File: src/rtl/mem_port_arbiter.sv
// Multi-port to single-port memory arbiter: picks one requesting port, latches its command,
// and holds the downstream request until the memory responds.
module mem_port_arbiter #(
  parameter int unsigned NUM_PORTS  = 2,
  parameter int unsigned ADDR_WIDTH = 16,
  parameter int unsigned DATA_WIDTH = 16,
  parameter int unsigned RR_MODE    = 1
) (
  input  logic                             clk,
  input  logic                             rst_n,
  input  logic [NUM_PORTS-1:0]             port_read,
  input  logic [NUM_PORTS-1:0]             port_write,
  input  logic [NUM_PORTS*ADDR_WIDTH-1:0]  port_address,
  input  logic [NUM_PORTS*DATA_WIDTH-1:0]  port_wdata,
  output logic [NUM_PORTS-1:0]             port_resp,
  output logic [DATA_WIDTH-1:0]            port_rdata,
  output logic                             pmem_read,
  output logic                             pmem_write,
  output logic [ADDR_WIDTH-1:0]            pmem_address,
  output logic [DATA_WIDTH-1:0]            pmem_wdata,
  input  logic                             pmem_resp,
  input  logic [DATA_WIDTH-1:0]            pmem_rdata,
  output logic                             grant_valid,
  output logic [$clog2(NUM_PORTS)-1:0]     grant_idx
);

  localparam int unsigned IdxW = $clog2(NUM_PORTS);

  typedef enum logic [0:0] {StIdle, StBusy} state_e;

  state_e                state_q, state_d;
  logic [IdxW-1:0]       ptr_q;
  logic [IdxW-1:0]       winner_q;
  logic                  rd_q, wr_q;
  logic [ADDR_WIDTH-1:0] addr_q;
  logic [DATA_WIDTH-1:0] wdata_q;

  logic [NUM_PORTS-1:0]  req;
  logic [IdxW-1:0]       base;
  logic [IdxW-1:0]       win;
  logic                  win_found;
  logic [IdxW-1:0]       ptr_next;
  logic                  sel_rd, sel_wr;
  logic [ADDR_WIDTH-1:0] sel_addr;
  logic [DATA_WIDTH-1:0] sel_wdata;
  logic                  grant;
  logic                  busy;

  assign req  = port_read | port_write;
  assign base = (RR_MODE != 0) ? ptr_q : '0;

  // Rotating search as two passes: ports at/above base first, then the wrapped-around ones.
  always_comb begin
    win       = '0;
    win_found = 1'b0;
    for (int i = 0; i < NUM_PORTS; i++) begin
      if (req[i] && !win_found && (IdxW'(i) >= base)) begin
        win       = IdxW'(i);
        win_found = 1'b1;
      end
    end
    for (int i = 0; i < NUM_PORTS; i++) begin
      if (req[i] && !win_found && (IdxW'(i) < base)) begin
        win       = IdxW'(i);
        win_found = 1'b1;
      end
    end
  end

  assign ptr_next = (win == IdxW'(NUM_PORTS - 1)) ? '0 : win + IdxW'(1);

  always_comb begin
    sel_rd    = 1'b0;
    sel_wr    = 1'b0;
    sel_addr  = '0;
    sel_wdata = '0;
    for (int i = 0; i < NUM_PORTS; i++) begin
      if (IdxW'(i) == win) begin
        sel_rd    = port_read[i];
        // Read wins when both are raised; the write is dropped for this transaction.
        sel_wr    = port_write[i] & ~port_read[i];
        sel_addr  = port_address[i*ADDR_WIDTH +: ADDR_WIDTH];
        sel_wdata = port_wdata[i*DATA_WIDTH +: DATA_WIDTH];
      end
    end
  end

  assign busy  = (state_q == StBusy);
  assign grant = (state_q == StIdle) && win_found;

  always_comb begin
    state_d = state_q;
    unique case (state_q)
      StIdle:  if (win_found) state_d = StBusy;
      StBusy:  if (pmem_resp) state_d = StIdle;
      default: state_d = StIdle;
    endcase
  end

  always_ff @(posedge clk or negedge rst_n) begin
    if (!rst_n) begin
      state_q  <= StIdle;
      ptr_q    <= '0;
      winner_q <= '0;
      rd_q     <= 1'b0;
      wr_q     <= 1'b0;
      addr_q   <= '0;
      wdata_q  <= '0;
    end else begin
      state_q <= state_d;
      if (grant) begin
        winner_q <= win;
        rd_q     <= sel_rd;
        wr_q     <= sel_wr;
        addr_q   <= sel_addr;
        wdata_q  <= sel_wdata;
        if (RR_MODE != 0) ptr_q <= ptr_next;
      end
    end
  end

  always_comb begin
    pmem_read    = busy & rd_q;
    pmem_write   = busy & wr_q;
    pmem_address = busy ? addr_q : '0;
    pmem_wdata   = busy ? wdata_q : '0;
    grant_valid  = busy;
    grant_idx    = busy ? winner_q : '0;
    port_rdata   = pmem_rdata;
    port_resp    = '0;
    for (int i = 0; i < NUM_PORTS; i++) begin
      port_resp[i] = busy & pmem_resp & (IdxW'(i) == winner_q);
    end
  end

endmodule

File: config.mk
export PLATFORM = sky130hd
export DESIGN_NAME = mem_port_arbiter
export DESIGN_NICKNAME = d
export VERILOG_FILES = /design/src/rtl/mem_port_arbiter.sv
export SDC_FILE = /design/constraint.sdc
export NUM_CORES = 1
export LEC_CHECK = 0
export BUFFER_PORTS_ARGS = -buffer_cell sky130_fd_sc_hd__buf_2
export CORE_ASPECT_RATIO = 2
export CORE_UTILIZATION = 47
export CTS_CLUSTER_DIAMETER = 150
export DETAILED_ROUTE_END_ITERATION = 6
export PLACE_DENSITY = 0.84
export SYNTH_ARGS = -nofsm -noshare
export SYNTH_HDL_FRONTEND = slang
export SYNTH_SLANG_ARGS = --single-unit
File: constraint.sdc
create_clock -name clk -period 2.9 [get_ports clk]
set_input_delay 0.435 -clock clk [delete_from_list [all_inputs] [get_ports clk]]
set_output_delay 0.435 -clock clk [all_outputs]
set_load 0.05 [all_outputs]
* After elaboration in Yosys (flattened, before gate mapping) *
Cells that the tools add are included.

word-level totals
  flip-flop bits (word level) = 37
  latch bits = 0
  memory bits (writable) = 0
  memory bits (read-only) = 0
  bits of input ports = 87
  output and inout bits = 54
  memories = 0

operators by class
  add/subtract/negate cells = 1
  multiply operators = 0
  divide/modulo/power cells = 0
  magnitude comparators = 4
  eq/ne operators = 0
  shifts and indexed selects = 0
  muxes and demuxes = 18
  bitwise operators = 12
  reductions and logical operators = 11

operator list
  cell                                                      count
  16-bit 2-to-1 mux                                         4
  1-bit 2-to-1 mux                                          13
  1-bit logical AND                                         8
  1-bit bitwise AND                                         7
  1-bit inverter                                            4
  1-bit logical NOT                                         3
  1-bit greater-or-equal comparator (first input constant)  2
  1-bit < comparator (first input constant)                 2
  2-bit OR                                                  1
  1-bit case mux with 2 select lines                        1
  1-bit adder (second input constant)                       1

* Depth between registers and ports, before layout *
  depth in word-level cells = 17
  gate-level depth with buffers = 5
  gate-level depth less buffers = 3

* Worst setup path after synthesis *
OpenSTA, ideal clock, no wires.

  path kind = reg-to-output
  from = register state_q, in the netlist grant_valid
  to = output port port_resp[0]
  data arrival time = 1.895 ns
  required time = 2.465 ns
  slack = 0.570 ns
  stages on the path, launching flop included = 5
  buffers on the path = 2
  cells stage by stage = dfrtp_1 buf_2 clkbuf_1 nand2_1 nor2_1

on the way
  cells in the longest elaborated chain, start to end = 2

RTL lines
  item                             RTL line  source
  start: declaration               31        state_e state_q, state_d;
  start signal: assignment         102       state_q <= StIdle;
  start signal: assignment         110       state_q <= state_d;
  1-bit bitwise AND (2 in series)  132       port_resp[i] = busy & pmem_resp & (IdxW'(i) == winner_q);
  end: declaration                 15        output logic [NUM_PORTS-1:0] port_resp,

Every way passes these cells.

* Worst setup path in the final report *
  from = register state_q, in the netlist grant_valid
  to = output port pmem_wdata[10]

on the way
  cells in the longest elaborated chain, start to end = 1

RTL lines
  item               RTL line  source
  16-bit 2-to-1 mux  126       pmem_wdata = busy ? wdata_q : '0;
  end: declaration   20        output logic [DATA_WIDTH-1:0] pmem_wdata,

Every way passes these cells.

==> metrics.log <==
INFO  metric cts_repair_resized_insts = 0
INFO  metric category_of_the_worst_setup_path_launch_point = flip-flop
INFO  metric wl = 6570 um
INFO  metric worst_ir_drop_vdd = 0.437 mV
INFO  metric final.period_utilization = 78.5%
INFO  metric critical_path_cell_by_cell = buf_4 -> and2_1 -> buf_2
INFO  metric achievable-frequency = 0.439 GHz
INFO  metric slew-limit-headroom = 43.1%
INFO  metric detailed_place_hpwl = 4590 um
INFO  metric via_count_of_the_first_global_routing_pass = 2134
INFO  metric clk_transition_reported_paths = 0.08 ns
INFO  metric run_status = finished clean
INFO  metric std_cell_rows = 37
INFO  metric worst_path_largest_cell_delay = 0.79 ns
INFO  metric setup_repair_after_global_routing_missed_its_margin = no
INFO  metric grt_start_max_net_pins = 43
INFO  metric synth_sequential_area_ratio = 37.1%
INFO  metric number_of_port_buffers = 108
INFO  metric fin_tns_setup = 0 ns
INFO  metric data_arrival_time_of_the_critical_path = 1.84 ns
INFO  metric synth.ff_latch_count = 37
INFO  metric clockBufferDepth = 2
INFO  metric dieHeight = 105 um
INFO  metric num_antenna_cells = 0
INFO  metric synthesis.instances = 233
INFO  metric worstPathMaxFanout = 42
INFO  metric wire_per_inst = 17.8 um
INFO  metric timing.final.setup_violations = 0
INFO  metric power_per_cell_area = 696 nW/um^2
INFO  metric clk_latency = 0.29 ns
INFO  metric antenna_found_initial = 0
INFO  metric synthesized_net_count = 320
INFO  metric detailedPlace.worstSlack = 0.939 ns
INFO  metric max_cap_viol_count = 0
INFO  metric cts_made_buffers = 5
INFO  metric routed_via_density = 6.01
INFO  metric synth_top_area_share = 37.1%
INFO  metric detail-route-antenna-nets = 0
INFO  metric synth_top_family_by_area = compound AO/OA/AOI/OAI gates
INFO  metric cts_post_setup_buffers_inserted = 0
INFO  metric origin_of_the_critical_flop_to_flop_path = grant_valid
INFO  metric cts-hold-fix-buffers = 0
INFO  metric timing.rr.end = wdata_q[10]
INFO  metric xor_xnor_share_of_the_synthesized_area = 0%
INFO  metric finalClockSkew = 0.00710 ns
INFO  metric reg2reg_depth = 3
INFO  metric final_nets = 398
INFO  metric layout-drive-gt1-share = 51.6%
INFO  metric final_number_of_max_transition_violations = 0
INFO  metric synth_adder_area_share = 0%
INFO  metric timing_worst_setup_path_type = reg2out
INFO  metric avgSynthCellArea = 10.7 um^2
INFO  metric leakage_dissipation = 1.29 nW
INFO  metric post_synth_and_or_nand_nor_area_fraction = 12.2%
INFO  metric setup.worst_path.end_class = output port
INFO  metric number_of_drc_markers_in_iteration_0 = 56
INFO  metric initial_utilization = 48.6%
INFO  metric grt_overflow = 0
INFO  metric yosys.area.top_type = sky130_fd_sc_hd__dfrtp_1
INFO  metric yosysUniqueCellTypes = 25
INFO  metric tightest_slew = 0.854 ns
INFO  metric synth_compound_gate_area_share = 39.1%
INFO  metric gp_routability_congestion = 0.865
INFO  metric final.setup.worst_slack = 0.624 ns
INFO  metric synth_top_cells_by_area = sky130_fd_sc_hd__dfrtp_1 (37%), sky130_fd_sc_hd__a2bb2oi_2 (18%), sky130_fd_sc_hd__a311oi_1 (11%)
INFO  metric synthMuxAreaShare = 0.401%
INFO  metric yosys_warns = 0
INFO  metric die_width = 53.6 um
INFO  metric netlist_area = 2500 um^2
INFO  metric cpMaxStageDelayCell = sky130_fd_sc_hd__dfrtp_2
INFO  metric cp.required = 2.47 ns
INFO  metric grt.total_usage = 24.7%
INFO  metric clock_sinks = 37
INFO  metric route.vias.total = 2223
INFO  metric clock_tree.root_cell = sky130_fd_sc_hd__clkbuf_8
INFO  metric hold_path_class = in2async
INFO  metric most-common-layout-cells = sky130_fd_sc_hd__buf_2 (108), sky130_fd_sc_hd__dfrtp_1 (36), sky130_fd_sc_hd__and2_1 (35), sky130_fd_sc_hd__o21ai_0 (35), sky130_fd_sc_hd__a311oi_1 (32)
INFO  metric syn2layout_area_growth = 19.2%
INFO  metric regToRegSetupSlack = 1.12 ns
INFO  metric detail_route.drc_violations = 0
INFO  metric grt_pass1_wl = 10400 um
INFO  metric drt_pre_antenna_iters = 4
INFO  metric top_level_ports = 141
INFO  metric post-route-min-period = 2.28 ns
INFO  metric tritoncts_clock_tree = yes
INFO  metric cts-htree-levels = 2
INFO  metric design.die.area = 5630 um^2
INFO  metric layout.cells.most_common = sky130_fd_sc_hd__buf_2
INFO  metric coreArea = 5140 um^2
INFO  metric timing.final.hold_violations = 0
[kinds of logic (layout without fill, tap and decap cells)]
kind of cell	count (synthesis)	in the layout
AOI/OAI and AO/OA	105	105
DFF	37	37
muxes	1	1
buffers and inverters	43	122
and+or+nand+nor	47	47
[worst max-delay path by stage]
stage	start	to
2_1_floorplan	grant_valid	port_resp[0]
3_3_place_gp	grant_valid	pmem_wdata[10]
3_5_place_dp	grant_valid	pmem_address[4]
4_1_cts	grant_valid	pmem_address[4]
5_1_grt	grant_valid	pmem_wdata[10]
6_report	grant_valid	pmem_wdata[10]
[Yosys cell counts]
master and count:
sky130_fd_sc_hd__mux2i_1 1, sky130_fd_sc_hd__a311oi_1 32, sky130_fd_sc_hd__o211ai_1 1, sky130_fd_sc_hd__nand2_1 2, sky130_fd_sc_hd__clkbuf_1 14, sky130_fd_sc_hd__and2_1 35, sky130_fd_sc_hd__buf_2 6, sky130_fd_sc_hd__o21bai_1 1
sky130_fd_sc_hd__buf_6 7, sky130_fd_sc_hd__nor2_1 2, sky130_fd_sc_hd__o22a_2 1, sky130_fd_sc_hd__o221a_2 1, sky130_fd_sc_hd__o21ba_2 1, sky130_fd_sc_hd__or3_1 1, sky130_fd_sc_hd__nor2_4 1, sky130_fd_sc_hd__a2bb2oi_1 2
sky130_fd_sc_hd__dfrtp_1 37, sky130_fd_sc_hd__a2bb2oi_2 30, sky130_fd_sc_hd__or2_2 2, sky130_fd_sc_hd__and3_1 1, sky130_fd_sc_hd__a21boi_0 1, sky130_fd_sc_hd__buf_4 16, sky130_fd_sc_hd__o21ai_0 35, sky130_fd_sc_hd__nand2b_1 2
sky130_fd_sc_hd__nor4_4 1
[final cells by class]
| cell class | instances | area (um^2) |
|---|---|---|
| timing repair buffer | 114 | 598 |
| clock buffer | 6 | 72.6 |
| clock inverter | 2 | 10.0 |
| sequential | 37 | 927 |
| tap | 58 | 72.6 |
| multi-input combinational | 153 | 1300 |
| fill | 477 | 2160 |
[power breakdown]
part | leakage (nW) | switching (mW) | internal [mW] | total (mW)
Clock | 0.0450 | 0.187 | 0.167 | 0.354
Combinational | 0.832 | 0.630 | 0.362 | 0.992
Sequential | 0.414 | 0.0940 | 0.631 | 0.725
Total | 1.29 | 0.911 | 1.16 | 2.07
[stage by stage]
step	total power [mW]	utilization [%]	hold slack, ns	cells	cell area (um^2)
2_1_floorplan	1.56	-	0.139	233	2500
3_3_place_gp	1.71	56.3	0.498	362	2900
3_5_place_dp	1.73	56.3	0.505	362	2900
4_1_cts	2.08	57.9	0.271	370	2980
5_1_grt	2.17	57.9	0.305	370	2980
6_report	2.07	57.9	0.248	370	2980
[layer usage]
metal	global-route usage [%]	vias up	wire, um	part of all wire [%]
met5	0	-	0	0
met4	13.9	0	264	4.0
met3	3.49	32	277	4.2
met2	40.2	88	3580	54
met1	29.5	1077	2460	37
li1	-	1026	-	-
[registers in the layout, summed over array words and instances, names as in the netlist]
register	flops
addr_q	16
wdata_q	16
base	1
grant_valid	1
rd_q	1
winner_q	1
wr_q	1
[critical path: cells and delay by family (launching register included)]
family / cells / cell delay, ns
simple gates: 1 / 0.17
buf+inv: 2 / 0.59
flops: 1 / 0.79
(Power assumes the default switching activity.)
